**config.mk**
```make
export PLATFORM = sky130hd
export DESIGN_NAME = axi_dbus_bridge
export DESIGN_NICKNAME = d
export VERILOG_FILES = /design/src/rtl/axi_bridge_pkg.sv /design/src/rtl/axi_fwd_slice.sv /design/src/rtl/axi_dbus_bridge.sv
export SDC_FILE = /design/constraint.sdc
export NUM_CORES = 1
export LEC_CHECK = 0
export BUFFER_PORTS_ARGS = -buffer_cell sky130_fd_sc_hd__buf_4
export CORE_AREA = 8 8 156 158
export CTS_CLUSTER_SIZE = 14
export DETAILED_ROUTE_END_ITERATION = 10
export DIE_AREA = 0 0 164 166
export GPL_TIMING_DRIVEN = 0
export PLACE_DENSITY = 0.59
export SLEW_MARGIN = 20
export SYNTH_ARGS = -nofsm -noshare
export SYNTH_HDL_FRONTEND = slang
export SYNTH_SLANG_ARGS = --single-unit
```
**constraint.sdc**
```tcl
create_clock -name clk -period 5.4 [get_ports clk]
set_input_delay 1.62 -clock clk [delete_from_list [all_inputs] [get_ports clk]]
set_output_delay 1.62 -clock clk [all_outputs]
set_load 0.01 [all_outputs]
```
**src/rtl/axi_bridge_pkg.sv**
```systemverilog
// ---------------------------------------------------------------------------
// axi_bridge_pkg
// Shared constants, types and helpers for the core data-bus to AXI4 bridge.
//   RESP_*      : AXI response encodings
//   BURST_INCR  : AXI INCR burst encoding
//   axsize()    : AxSIZE encoding for a given data-bus width in bits
//   ax_payload_t / w_payload_t : request payload layouts for the default
//                 bus geometry (32-bit address/data, 8-bit ID)
// ---------------------------------------------------------------------------
package axi_bridge_pkg;

  localparam logic [1:0] RESP_OKAY   = 2'b00;
  localparam logic [1:0] RESP_EXOKAY = 2'b01;
  localparam logic [1:0] RESP_SLVERR = 2'b10;
  localparam logic [1:0] RESP_DECERR = 2'b11;
  localparam logic [1:0] BURST_INCR  = 2'b01;

  localparam int unsigned DEF_ADDR_W = 32;
  localparam int unsigned DEF_DATA_W = 32;
  localparam int unsigned DEF_ID_W   = 8;

  // Bytes per beat is DATA_W/8; AxSIZE is its log2.
  function automatic logic [2:0] axsize(input int unsigned data_w);
    logic [2:0] sz;
    sz = 3'd0;
    for (int unsigned i = 0; i < 8; i++) begin
      if ((32'd8 << i) == data_w) sz = 3'(i);
    end
    return sz;
  endfunction

  typedef struct packed {
    logic [DEF_ADDR_W-1:0] addr;
    logic [DEF_ID_W-1:0]   id;
  } ax_payload_t;

  typedef struct packed {
    logic [DEF_DATA_W-1:0]   data;
    logic [DEF_DATA_W/8-1:0] strb;
    logic                    last;
  } w_payload_t;

endpackage

```
**src/rtl/axi_fwd_slice.sv**
```systemverilog
// ---------------------------------------------------------------------------
// axi_fwd_slice
// One-entry forward register slice for a valid/ready channel. Full
// throughput: a new beat is accepted in the same cycle the held beat leaves.
//   clk_i, rst_ni      : clock, asynchronous active-low reset
//   en_i               : extra acceptance qualifier (credit gating)
//   s_valid_i/s_ready_o/s_data_i : upstream side
//   m_valid_o/m_ready_i/m_data_o : downstream side (registered)
//   full_o             : slice holds a beat
// ---------------------------------------------------------------------------
module axi_fwd_slice #(
  parameter int unsigned WIDTH = 8
) (
  input  logic             clk_i,
  input  logic             rst_ni,
  input  logic             en_i,
  input  logic             s_valid_i,
  output logic             s_ready_o,
  input  logic [WIDTH-1:0] s_data_i,
  output logic             m_valid_o,
  input  logic             m_ready_i,
  output logic [WIDTH-1:0] m_data_o,
  output logic             full_o
);

  logic             full_q, full_d;
  logic [WIDTH-1:0] data_q;
  logic             load;

  assign s_ready_o = (!full_q || m_ready_i) && en_i;
  assign load      = s_valid_i && s_ready_o;

  always_comb begin
    full_d = full_q;
    if (load)           full_d = 1'b1;
    else if (m_ready_i) full_d = 1'b0;
  end

  always_ff @(posedge clk_i or negedge rst_ni) begin
    if (!rst_ni) full_q <= 1'b0;
    else         full_q <= full_d;
  end

  // Payload only moves on a load, so it is stable while stalled downstream.
  always_ff @(posedge clk_i) begin
    if (load) data_q <= s_data_i;
  end

  assign m_valid_o = full_q;
  assign m_data_o  = data_q;
  assign full_o    = full_q;

endmodule

```
**src/rtl/axi_dbus_bridge.sv**
```systemverilog
// ---------------------------------------------------------------------------
// axi_dbus_bridge
// Bridge from the core's single-beat data-bus AXI master to a full AXI4
// system port. AW/W/AR pass through one-entry slices; B/R are combinational.
// Outstanding reads and writes are each limited to MAX_OUTST. The first
// non-OKAY response is captured (sticky) and all are counted (saturating).
//   clk, rst (async, active-low)
//   s_aw_*, s_w_*, s_b_*, s_ar_*, s_r_*  : core side
//   m_aw_*, m_w_*, m_b_*, m_ar_*, m_r_*  : system side
//   err_valid/resp/id/is_wr, err_cnt, err_clear : error capture
//   idle : nothing outstanding and all slices empty
// Optional: define DBUS_BRIDGE_PERF_EN to add perf_rd_stall, perf_wr_stall
// and perf_rd_lat_max counters.
// ---------------------------------------------------------------------------
module axi_dbus_bridge
  import axi_bridge_pkg::*;
#(
  parameter int unsigned ADDR_W    = 32,
  parameter int unsigned DATA_W    = 32,
  parameter int unsigned ID_W      = 8,
  parameter int unsigned MAX_OUTST = 4,
  parameter logic [2:0]  PROT      = 3'b000
) (
  input  logic                clk,
  input  logic                rst,
  // core write address
  input  logic                s_aw_valid,
  output logic                s_aw_ready,
  input  logic [ADDR_W-1:0]   s_aw_addr,
  input  logic [ID_W-1:0]     s_aw_id,
  // core write data
  input  logic                s_w_valid,
  output logic                s_w_ready,
  input  logic [DATA_W-1:0]   s_w_data,
  input  logic [DATA_W/8-1:0] s_w_strb,
  input  logic                s_w_last,
  // core write response
  output logic                s_b_valid,
  input  logic                s_b_ready,
  output logic [ID_W-1:0]     s_b_id,
  output logic [1:0]          s_b_resp,
  // core read address
  input  logic                s_ar_valid,
  output logic                s_ar_ready,
  input  logic [ADDR_W-1:0]   s_ar_addr,
  input  logic [ID_W-1:0]     s_ar_id,
  // core read data
  output logic                s_r_valid,
  input  logic                s_r_ready,
  output logic [DATA_W-1:0]   s_r_data,
  output logic [ID_W-1:0]     s_r_id,
  output logic [1:0]          s_r_resp,
  output logic                s_r_last,
  // system write address
  output logic                m_aw_valid,
  input  logic                m_aw_ready,
  output logic [ADDR_W-1:0]   m_aw_addr,
  output logic [ID_W-1:0]     m_aw_id,
  output logic [7:0]          m_aw_len,
  output logic [2:0]          m_aw_size,
  output logic [1:0]          m_aw_burst,
  output logic [2:0]          m_aw_prot,
  // system write data
  output logic                m_w_valid,
  input  logic                m_w_ready,
  output logic [DATA_W-1:0]   m_w_data,
  output logic [DATA_W/8-1:0] m_w_strb,
  output logic                m_w_last,
  // system write response
  input  logic                m_b_valid,
  output logic                m_b_ready,
  input  logic [ID_W-1:0]     m_b_id,
  input  logic [1:0]          m_b_resp,
  // system read address
  output logic                m_ar_valid,
  input  logic                m_ar_ready,
  output logic [ADDR_W-1:0]   m_ar_addr,
  output logic [ID_W-1:0]     m_ar_id,
  output logic [7:0]          m_ar_len,
  output logic [2:0]          m_ar_size,
  output logic [1:0]          m_ar_burst,
  output logic [2:0]          m_ar_prot,
  // system read data
  input  logic                m_r_valid,
  output logic                m_r_ready,
  input  logic [DATA_W-1:0]   m_r_data,
  input  logic [ID_W-1:0]     m_r_id,
  input  logic [1:0]          m_r_resp,
  input  logic                m_r_last,
  // error capture
  output logic                err_valid,
  output logic [1:0]          err_resp,
  output logic [ID_W-1:0]     err_id,
  output logic                err_is_wr,
  output logic [7:0]          err_cnt,
  input  logic                err_clear,
  output logic                idle
`ifdef DBUS_BRIDGE_PERF_EN
  ,
  output logic [31:0]         perf_rd_stall,
  output logic [31:0]         perf_wr_stall,
  output logic [15:0]         perf_rd_lat_max
`endif
);

  localparam int unsigned AX_W  = ADDR_W + ID_W;
  localparam int unsigned W_W   = DATA_W + DATA_W / 8 + 1;
  localparam int unsigned CNT_W = $clog2(MAX_OUTST + 1);
  localparam logic [CNT_W-1:0] CNT_MAX = CNT_W'(MAX_OUTST);

  logic [CNT_W-1:0] rd_cnt_q, rd_cnt_d, wr_cnt_q, wr_cnt_d;
  logic             aw_full, w_full, ar_full;
  logic             aw_hs, ar_hs, b_hs, r_last_hs, b_err, r_err;

  logic             err_valid_q, err_valid_d, err_is_wr_q, err_is_wr_d;
  logic [1:0]       err_resp_q, err_resp_d;
  logic [ID_W-1:0]  err_id_q, err_id_d;
  logic [7:0]       err_cnt_q, err_cnt_d;
  logic [8:0]       err_sum;

  // Counter step: simultaneous inc/dec cancel; a lone decrement at zero holds.
  function automatic logic [CNT_W-1:0] cnt_next(input logic [CNT_W-1:0] c,
                                                input logic inc, input logic dec);
    logic [CNT_W-1:0] n;
    n = c;
    if (inc && !dec)                 n = c + CNT_W'(1);
    else if (dec && !inc && c != '0) n = c - CNT_W'(1);
    return n;
  endfunction

  function automatic logic [7:0] sat_add8(input logic [8:0] sum);
    return sum[8] ? 8'hFF : sum[7:0];
  endfunction

  // Request slices; AW/AR acceptance is credit-gated on the registered count.
  axi_fwd_slice #(.WIDTH(AX_W)) u_aw_slice (
    .clk_i(clk), .rst_ni(rst), .en_i(wr_cnt_q < CNT_MAX),
    .s_valid_i(s_aw_valid), .s_ready_o(s_aw_ready), .s_data_i({s_aw_addr, s_aw_id}),
    .m_valid_o(m_aw_valid), .m_ready_i(m_aw_ready), .m_data_o({m_aw_addr, m_aw_id}),
    .full_o(aw_full)
  );

  axi_fwd_slice #(.WIDTH(W_W)) u_w_slice (
    .clk_i(clk), .rst_ni(rst), .en_i(1'b1),
    .s_valid_i(s_w_valid), .s_ready_o(s_w_ready), .s_data_i({s_w_data, s_w_strb, s_w_last}),
    .m_valid_o(m_w_valid), .m_ready_i(m_w_ready), .m_data_o({m_w_data, m_w_strb, m_w_last}),
    .full_o(w_full)
  );

  axi_fwd_slice #(.WIDTH(AX_W)) u_ar_slice (
    .clk_i(clk), .rst_ni(rst), .en_i(rd_cnt_q < CNT_MAX),
    .s_valid_i(s_ar_valid), .s_ready_o(s_ar_ready), .s_data_i({s_ar_addr, s_ar_id}),
    .m_valid_o(m_ar_valid), .m_ready_i(m_ar_ready), .m_data_o({m_ar_addr, m_ar_id}),
    .full_o(ar_full)
  );

  assign m_aw_len   = 8'd0;
  assign m_aw_size  = axsize(DATA_W);
  assign m_aw_burst = BURST_INCR;
  assign m_aw_prot  = PROT;
  assign m_ar_len   = 8'd0;
  assign m_ar_size  = axsize(DATA_W);
  assign m_ar_burst = BURST_INCR;
  assign m_ar_prot  = PROT;

  // Response channels are straight wires.
  assign s_b_valid = m_b_valid;
  assign s_b_id    = m_b_id;
  assign s_b_resp  = m_b_resp;
  assign m_b_ready = s_b_ready;
  assign s_r_valid = m_r_valid;
  assign s_r_data  = m_r_data;
  assign s_r_id    = m_r_id;
  assign s_r_resp  = m_r_resp;
  assign s_r_last  = m_r_last;
  assign m_r_ready = s_r_ready;

  assign aw_hs     = s_aw_valid && s_aw_ready;
  assign ar_hs     = s_ar_valid && s_ar_ready;
  assign b_hs      = m_b_valid && s_b_ready;
  assign r_last_hs = m_r_valid && s_r_ready && m_r_last;
  assign b_err     = b_hs && (m_b_resp != RESP_OKAY);
  assign r_err     = r_last_hs && (m_r_resp != RESP_OKAY);

  assign rd_cnt_d  = cnt_next(rd_cnt_q, ar_hs, r_last_hs);
  assign wr_cnt_d  = cnt_next(wr_cnt_q, aw_hs, b_hs);

  assign err_sum   = {1'b0, err_cnt_q} + 9'(b_err) + 9'(r_err);
  assign err_cnt_d = sat_add8(err_sum);

  // Capture is allowed when empty or being cleared this cycle; B wins over R.
  always_comb begin
    err_valid_d = err_valid_q;
    err_resp_d  = err_resp_q;
    err_id_d    = err_id_q;
    err_is_wr_d = err_is_wr_q;
    if (err_clear) begin
      err_valid_d = 1'b0;
      err_resp_d  = RESP_OKAY;
      err_id_d    = '0;
      err_is_wr_d = 1'b0;
    end
    if ((b_err || r_err) && (!err_valid_q || err_clear)) begin
      err_valid_d = 1'b1;
      err_resp_d  = b_err ? m_b_resp : m_r_resp;
      err_id_d    = b_err ? m_b_id   : m_r_id;
      err_is_wr_d = b_err;
    end
  end

  always_ff @(posedge clk or negedge rst) begin
    if (!rst) begin
      rd_cnt_q    <= '0;
      wr_cnt_q    <= '0;
      err_valid_q <= 1'b0;
      err_resp_q  <= RESP_OKAY;
      err_id_q    <= '0;
      err_is_wr_q <= 1'b0;
      err_cnt_q   <= 8'd0;
    end else begin
      rd_cnt_q    <= rd_cnt_d;
      wr_cnt_q    <= wr_cnt_d;
      err_valid_q <= err_valid_d;
      err_resp_q  <= err_resp_d;
      err_id_q    <= err_id_d;
      err_is_wr_q <= err_is_wr_d;
      err_cnt_q   <= err_cnt_d;
    end
  end

  // A response with nothing outstanding is a protocol violation upstream.
  always_ff @(posedge clk) begin
    if (rst) begin
      assert (!(r_last_hs && !ar_hs && rd_cnt_q == '0));
      assert (!(b_hs && !aw_hs && wr_cnt_q == '0));
    end
  end

  assign err_valid = err_valid_q;
  assign err_resp  = err_resp_q;
  assign err_id    = err_id_q;
  assign err_is_wr = err_is_wr_q;
  assign err_cnt   = err_cnt_q;
  assign idle      = (rd_cnt_q == '0) && (wr_cnt_q == '0) && !aw_full && !w_full && !ar_full;

`ifdef DBUS_BRIDGE_PERF_EN
  logic [31:0] rd_stall_q, wr_stall_q;
  logic [15:0] cyc_q, ts_q, lat_max_q, lat_cur;
  logic        m_ar_hs;

  assign m_ar_hs = m_ar_valid && m_ar_ready;
  assign lat_cur = cyc_q - ts_q;

  // One timestamp only, so latency is meaningful only with a single read in flight.
  always_ff @(posedge clk or negedge rst) begin
    if (!rst) begin
      rd_stall_q <= 32'd0;
      wr_stall_q <= 32'd0;
      cyc_q      <= 16'd0;
      ts_q       <= 16'd0;
      lat_max_q  <= 16'd0;
    end else begin
      cyc_q <= cyc_q + 16'd1;
      if (s_ar_valid && !s_ar_ready) rd_stall_q <= rd_stall_q + 32'd1;
      if (s_aw_valid && !s_aw_ready) wr_stall_q <= wr_stall_q + 32'd1;
      if (m_ar_hs) ts_q <= cyc_q;
      if (r_last_hs && rd_cnt_q == CNT_W'(1) && lat_cur > lat_max_q) lat_max_q <= lat_cur;
    end
  end

  assign perf_rd_stall   = rd_stall_q;
  assign perf_wr_stall   = wr_stall_q;
  assign perf_rd_lat_max = lat_max_q;
`endif

endmodule

```
# Word-level counts from Yosys, hierarchy flattened
# Cells that the tools add are included.
# word_totals
regBits,146
wordCells,87
input_bits,183
output_inout_bits,233
# op_classes
add_sub_neg,6
reduce_logical,46
magnitude_cmp,2
muxes,20
# op_table
operator,n
2-to-1 mux 8 bit,4
logical AND 1 bit,21
nonzero test 2 bit,8
2-to-1 mux 3 bit,4
adder 8 x 1 -> 9 bit,1
adder 9 x 1 -> 9 bit,1
2-to-1 mux 1 bit,9
zero test 1 bit,8
adder 3 x 1 -> 3 bit (second input constant),2
zero test 3 bit,2
less-than comparator 3 bit (second input constant),2
2-to-1 mux 2 bit,3
nonzero test 3 bit,2
subtractor 3 x 1 -> 3 bit (second input constant),2
logical OR 1 bit,5

# Depth between registers and ports, before layout
# logic_depth
ltp_word,9
depth_mapped,9
ltp_nobuf,8

# By module
# From an unflattened synthesis, not the netlist that was laid out.
# unflattened
cells_unflattened,389
hier_area_um2,5901.9
# by_module_without_submodules
module,area_per_inst_um2,cells_each,seq_area_each_um2,n_inst
axi_fwd_slice (u_ar_slice ...),1277.5,47,1226.2,2
axi_dbus_bridge,2159.6,251,650.6,1
axi_fwd_slice (u_w_slice),1187.4,44,1136.1,1

# Worst setup path after synthesis
# OpenSTA, ideal clock, no wires.
# synth_timing
path_type,in2reg
from,in s_ar_valid
to,reg rd_cnt_q[2]
path_stages,6
path_slack_ns,1.193
arrival_time_ns,4.119
setup_time_ns,0.088
required_ns,5.312
n_path_buf,0
cell_sequence,inv_1 nor3_4 nand2_1 fa_1 or4_1 o211ai_1
# synth_via
elab_chain_len,5
word_cells_on_any_way,7
cone_classes,mux (1); reduce/logical (6)
# synth_lines
element,line_no,rtl
"start, declared",axi_dbus_bridge.sv:43,"input logic s_ar_valid,"
logical AND 1 bit *,axi_dbus_bridge.sv:179,assign ar_hs = s_ar_valid && s_ar_ready;
net ar_hs,axi_dbus_bridge.sv:113,"logic aw_hs, ar_hs, b_hs, r_last_hs, b_err, r_err;"
zero test 1 bit,axi_dbus_bridge.sv:127,else if (dec && !inc && c != '0) n = c - CNT_W'(1);
logical AND 1 bit (2 in series),axi_dbus_bridge.sv:127,
nonzero test 2 bit (no line),--,
"end signal, assigned",axi_dbus_bridge.sv:221,rd_cnt_q <= rd_cnt_d;
"end, declared",axi_dbus_bridge.sv:111,"logic [CNT_W-1:0] rd_cnt_q, rd_cnt_d, wr_cnt_q, wr_cnt_d;"
# The timed path passes the listed nets; every way through them passes the cells marked *.
# A chain may end at the register's enable or synchronous reset.

# Final worst setup path
# layout_timing
from,in m_ar_ready
to,out s_ar_ready
# layout_via
elab_chain_len,2
# layout_lines
element,line_no,rtl
"start, declared",axi_dbus_bridge.sv:76,"input logic m_ar_ready,"
logical OR 1 bit,axi_fwd_slice.sv:30,assign s_ready_o = (!full_q || m_ready_i) && en_i;
logical AND 1 bit,axi_fwd_slice.sv:30,
"end, declared",axi_dbus_bridge.sv:44,"output logic s_ar_ready,"
# No other way between the ends.

==> out/metrics.yaml <==
yosys:
  synth-async-reset-ratio_pct: 19.9
  syn_area_per_cell_sq_um: 15.2
  ys_seq_elements: 146
  synth_top_flop_cell: "edfxtp_1"
  ys_warn_count: 0
  synth_common_cells: "117 x edfxtp_1, 89 x buf_4, 29 x dfrtp_1, 17 x o21ai_0, 15 x a21oi_1"
  synth_top_area_share_pct: 60.0
  synth_top_area_cell: "edfxtp_1"
  synth.most_common_cell: "edfxtp_1"
  ys_seq_area_share_pct: 72.4
  synthDistinctLibCells: 47
  synthTopCellsByArea: "edfxtp_1 60%, dfrtp_1 12%, buf_4 11%, o21ai_0 1.5%, a21oi_1 1.3%"
  synth_edf_count: 117
  netlist_area_sq_um: 5850
  synthCells: 386
routing:
  drt_first_pass_iters: 4
  detail_route.wl_per_cell_um: 18.7
  drt-total-wl_um: 20400
  drcViolationCount: 0
  via_count: 4427
  first_iter_violations: 228
  ant_nets: 0
  vias_per_cell: 4.07
clocking:
  cts_tree: "done"
  post_cts_resized: 0
  cts.clk_slew.worst_paths_ns: 0.07
  cts_sinks: 146
  clk_latency_ns: 0.41
  numCtsBuffers: 17
  cts_buffer_depth: 2
  cts_hold_buffers: 0
  htreeDepth: 4
  root_buffer: "clkbuf_16"
  cts_setup_buffers: 0
placement:
  dp_slack_ns: 1.30
  io_buffers: 351
  place_inst: 1056
  hpwl_um: 16700
  place_congestion: 0.766
global_routing:
  grt_first_pass_wirelength_um: 29600
  grt_pass1_vias: 4884
  grt_max_degree: 48
  overflow: 0
  antenna_found_initial: 0
  grt_usage_pct: 14.4
cells_and_area:
  syn_to_final_growth_pct: 64.3
  drive_gt1_share_pct: 60.9
  final_cells: 1088
  nFillCells: 2113
  final_core_util_pct: 43.5
  nets: 976
  n_antenna_cell: 0
timing:
  worst_hold_slack_ns: 0.510
  slew_headroom_pct: 32.2
  fmax_mhz: 258
  clock_skew_ns: 0.0107
  finalMaxSlewViolations: 0
  worstMarginPinSlew_ns: 1.02
  min_period_ns: 3.88
  period_share_pct: 71.8
  layout_setup_ws_ns: 1.52
  rsz0062_at_grt: "no"
  hold_violations: 0
  setup_viol: 0
  fin_tns_setup_ns: 0
setup_path:
  worst_r2r_endpoint: "wr_cnt_q[1]"
  rr_startpoint: "wr_cnt_q[2]"
  path_class: "in2out"
  reg2reg_depth: 9
  cp.arrival_ns: 2.26
  start_kind: "input port"
  cp_data_required_time_ns: 3.78
  reg2reg_slack_ns: 2.69
  crit_fanout: 4
  endpoint_kind: "output port"
die:
  rows: 55
  die_area_sq_um: 27200
  die_h_um: 166
  initial_core_util_pct: 26.5
  core_area_sq_um: 22100
  die_w_um: 164
  io_pins: 416
min_path:
  min_from: "err_resp[0]"
  min_path_cells: 1
  hold_end: "err_resp[0]"
  min_path_type: "reg2reg"
power_and_ir_drop:
  p_leak_nw: 4.36
  p_per_area_nw_per_um2: 357
  peakVddDrop_mv: 0.160
run:
  maxCapViolCount: 0
status:
  status: "finished, final reports clean"
-- flip-flops by register name (all words and copies together) (netlist names), 2 cells and up --
name / flops
u_aw_slice.m_data_o: 40
err_id: 8
err_resp: 2
u_ar_slice.m_data_o: 40
rd_cnt_q: 3
u_w_slice.m_data_o: 37
wr_cnt_q: 3
err_cnt: 8
-- metrics by stage --
stage               power [mW]  cell area, sq um
CTS                       3.49              9620
floorplan                 1.84              5970
finish                    3.44              9620
global route              3.60              9620
detailed placement        2.29              9030
global placement          2.26              8960
-- layout make-up --
class | count | area, sq um | area share [%]
Sequential cell | 146 | 4240 | 44.1
Timing Repair Buffer | 355 | 2710 | 28.2
Multi-Input combinational cell | 166 | 991 | 10.3
Buffer | 96 | 706 | 7.34
Clock buffer | 17 | 425 | 4.42
Tap cell | 285 | 357 | 3.71
Clock inverter | 15 | 159 | 1.65
Inverter | 8 | 32.5 | 0.338
-- where the power goes --
part / internal, mW / leakage, nW / total (mW) / switching (mW)
clock: 0.657 / 0.284 / 1.18 / 0.526
sequential: 1.40 / 1.44 / 1.50 / 0.100
combinational: 0.400 / 2.63 / 0.758 / 0.358
-- how the worst max path moves through the flow --
stage	from	to	slack, ns	cells after the start
global route	m_ar_ready	s_ar_ready	1.46	4
finish	m_ar_ready	s_ar_ready	1.52	4
global placement	s_ar_valid	rd_cnt_q[2]	0.60	7
CTS	m_ar_ready	s_ar_ready	1.49	4
detailed placement	m_r_last	err_cnt[3]	1.30	10
floorplan	s_ar_valid	rd_cnt_q[2]	1.19	6
-- worst max-delay path, stage by stage --
cell,delay [ns]
buf_4,0.11
nor2b_1,0.30
nor2_1,0.07
buf_4,0.16
-- layer usage --
| metal | vias to the layer above | global-route usage (%) | routed length [um] |
|---|---|---|---|
| met4 | 0 | 3.44 | 194 |
| li1 | 2082 | - | - |
| met3 | 14 | 7.02 | 2500 |
| met2 | 263 | 25.3 | 10400 |
| met1 | 2068 | 15.3 | 7300 |
| met5 | - | 0 | 0 |
-- cells by family after synthesis --
logic type      share of synthesized area, %
fa+ha+maj                               1.03
buf+inv                                 12.6
other cells                            0.128
compound gates                          5.39
mux                                    0.705
xor+xnor                               0.599
flops                                   72.4
simple gates                            7.14
-- cells in the final DEF, fill, tap and decap left out, types with 3 or more instances in the layout --
cell type	count
a21oi_1	15
a31oi_1	9
and3_1	3
buf_2	3
buf_4	440
buf_8	3
clkbuf_1	3
clkbuf_16	17
conb_1	32
dfrtp_1	29
edfxtp_1	117
fa_1	3
inv_1	6
inv_6	4
inv_8	5
mux2i_1	3
nand2_1	10
nand2b_1	4
nand3_1	3
nand3b_1	10
nor2_1	13
nor2b_1	4
o21ai_0	17
or3_1	8
xnor2_1	3
Note: power is estimated with default switching activity, not from simulation.
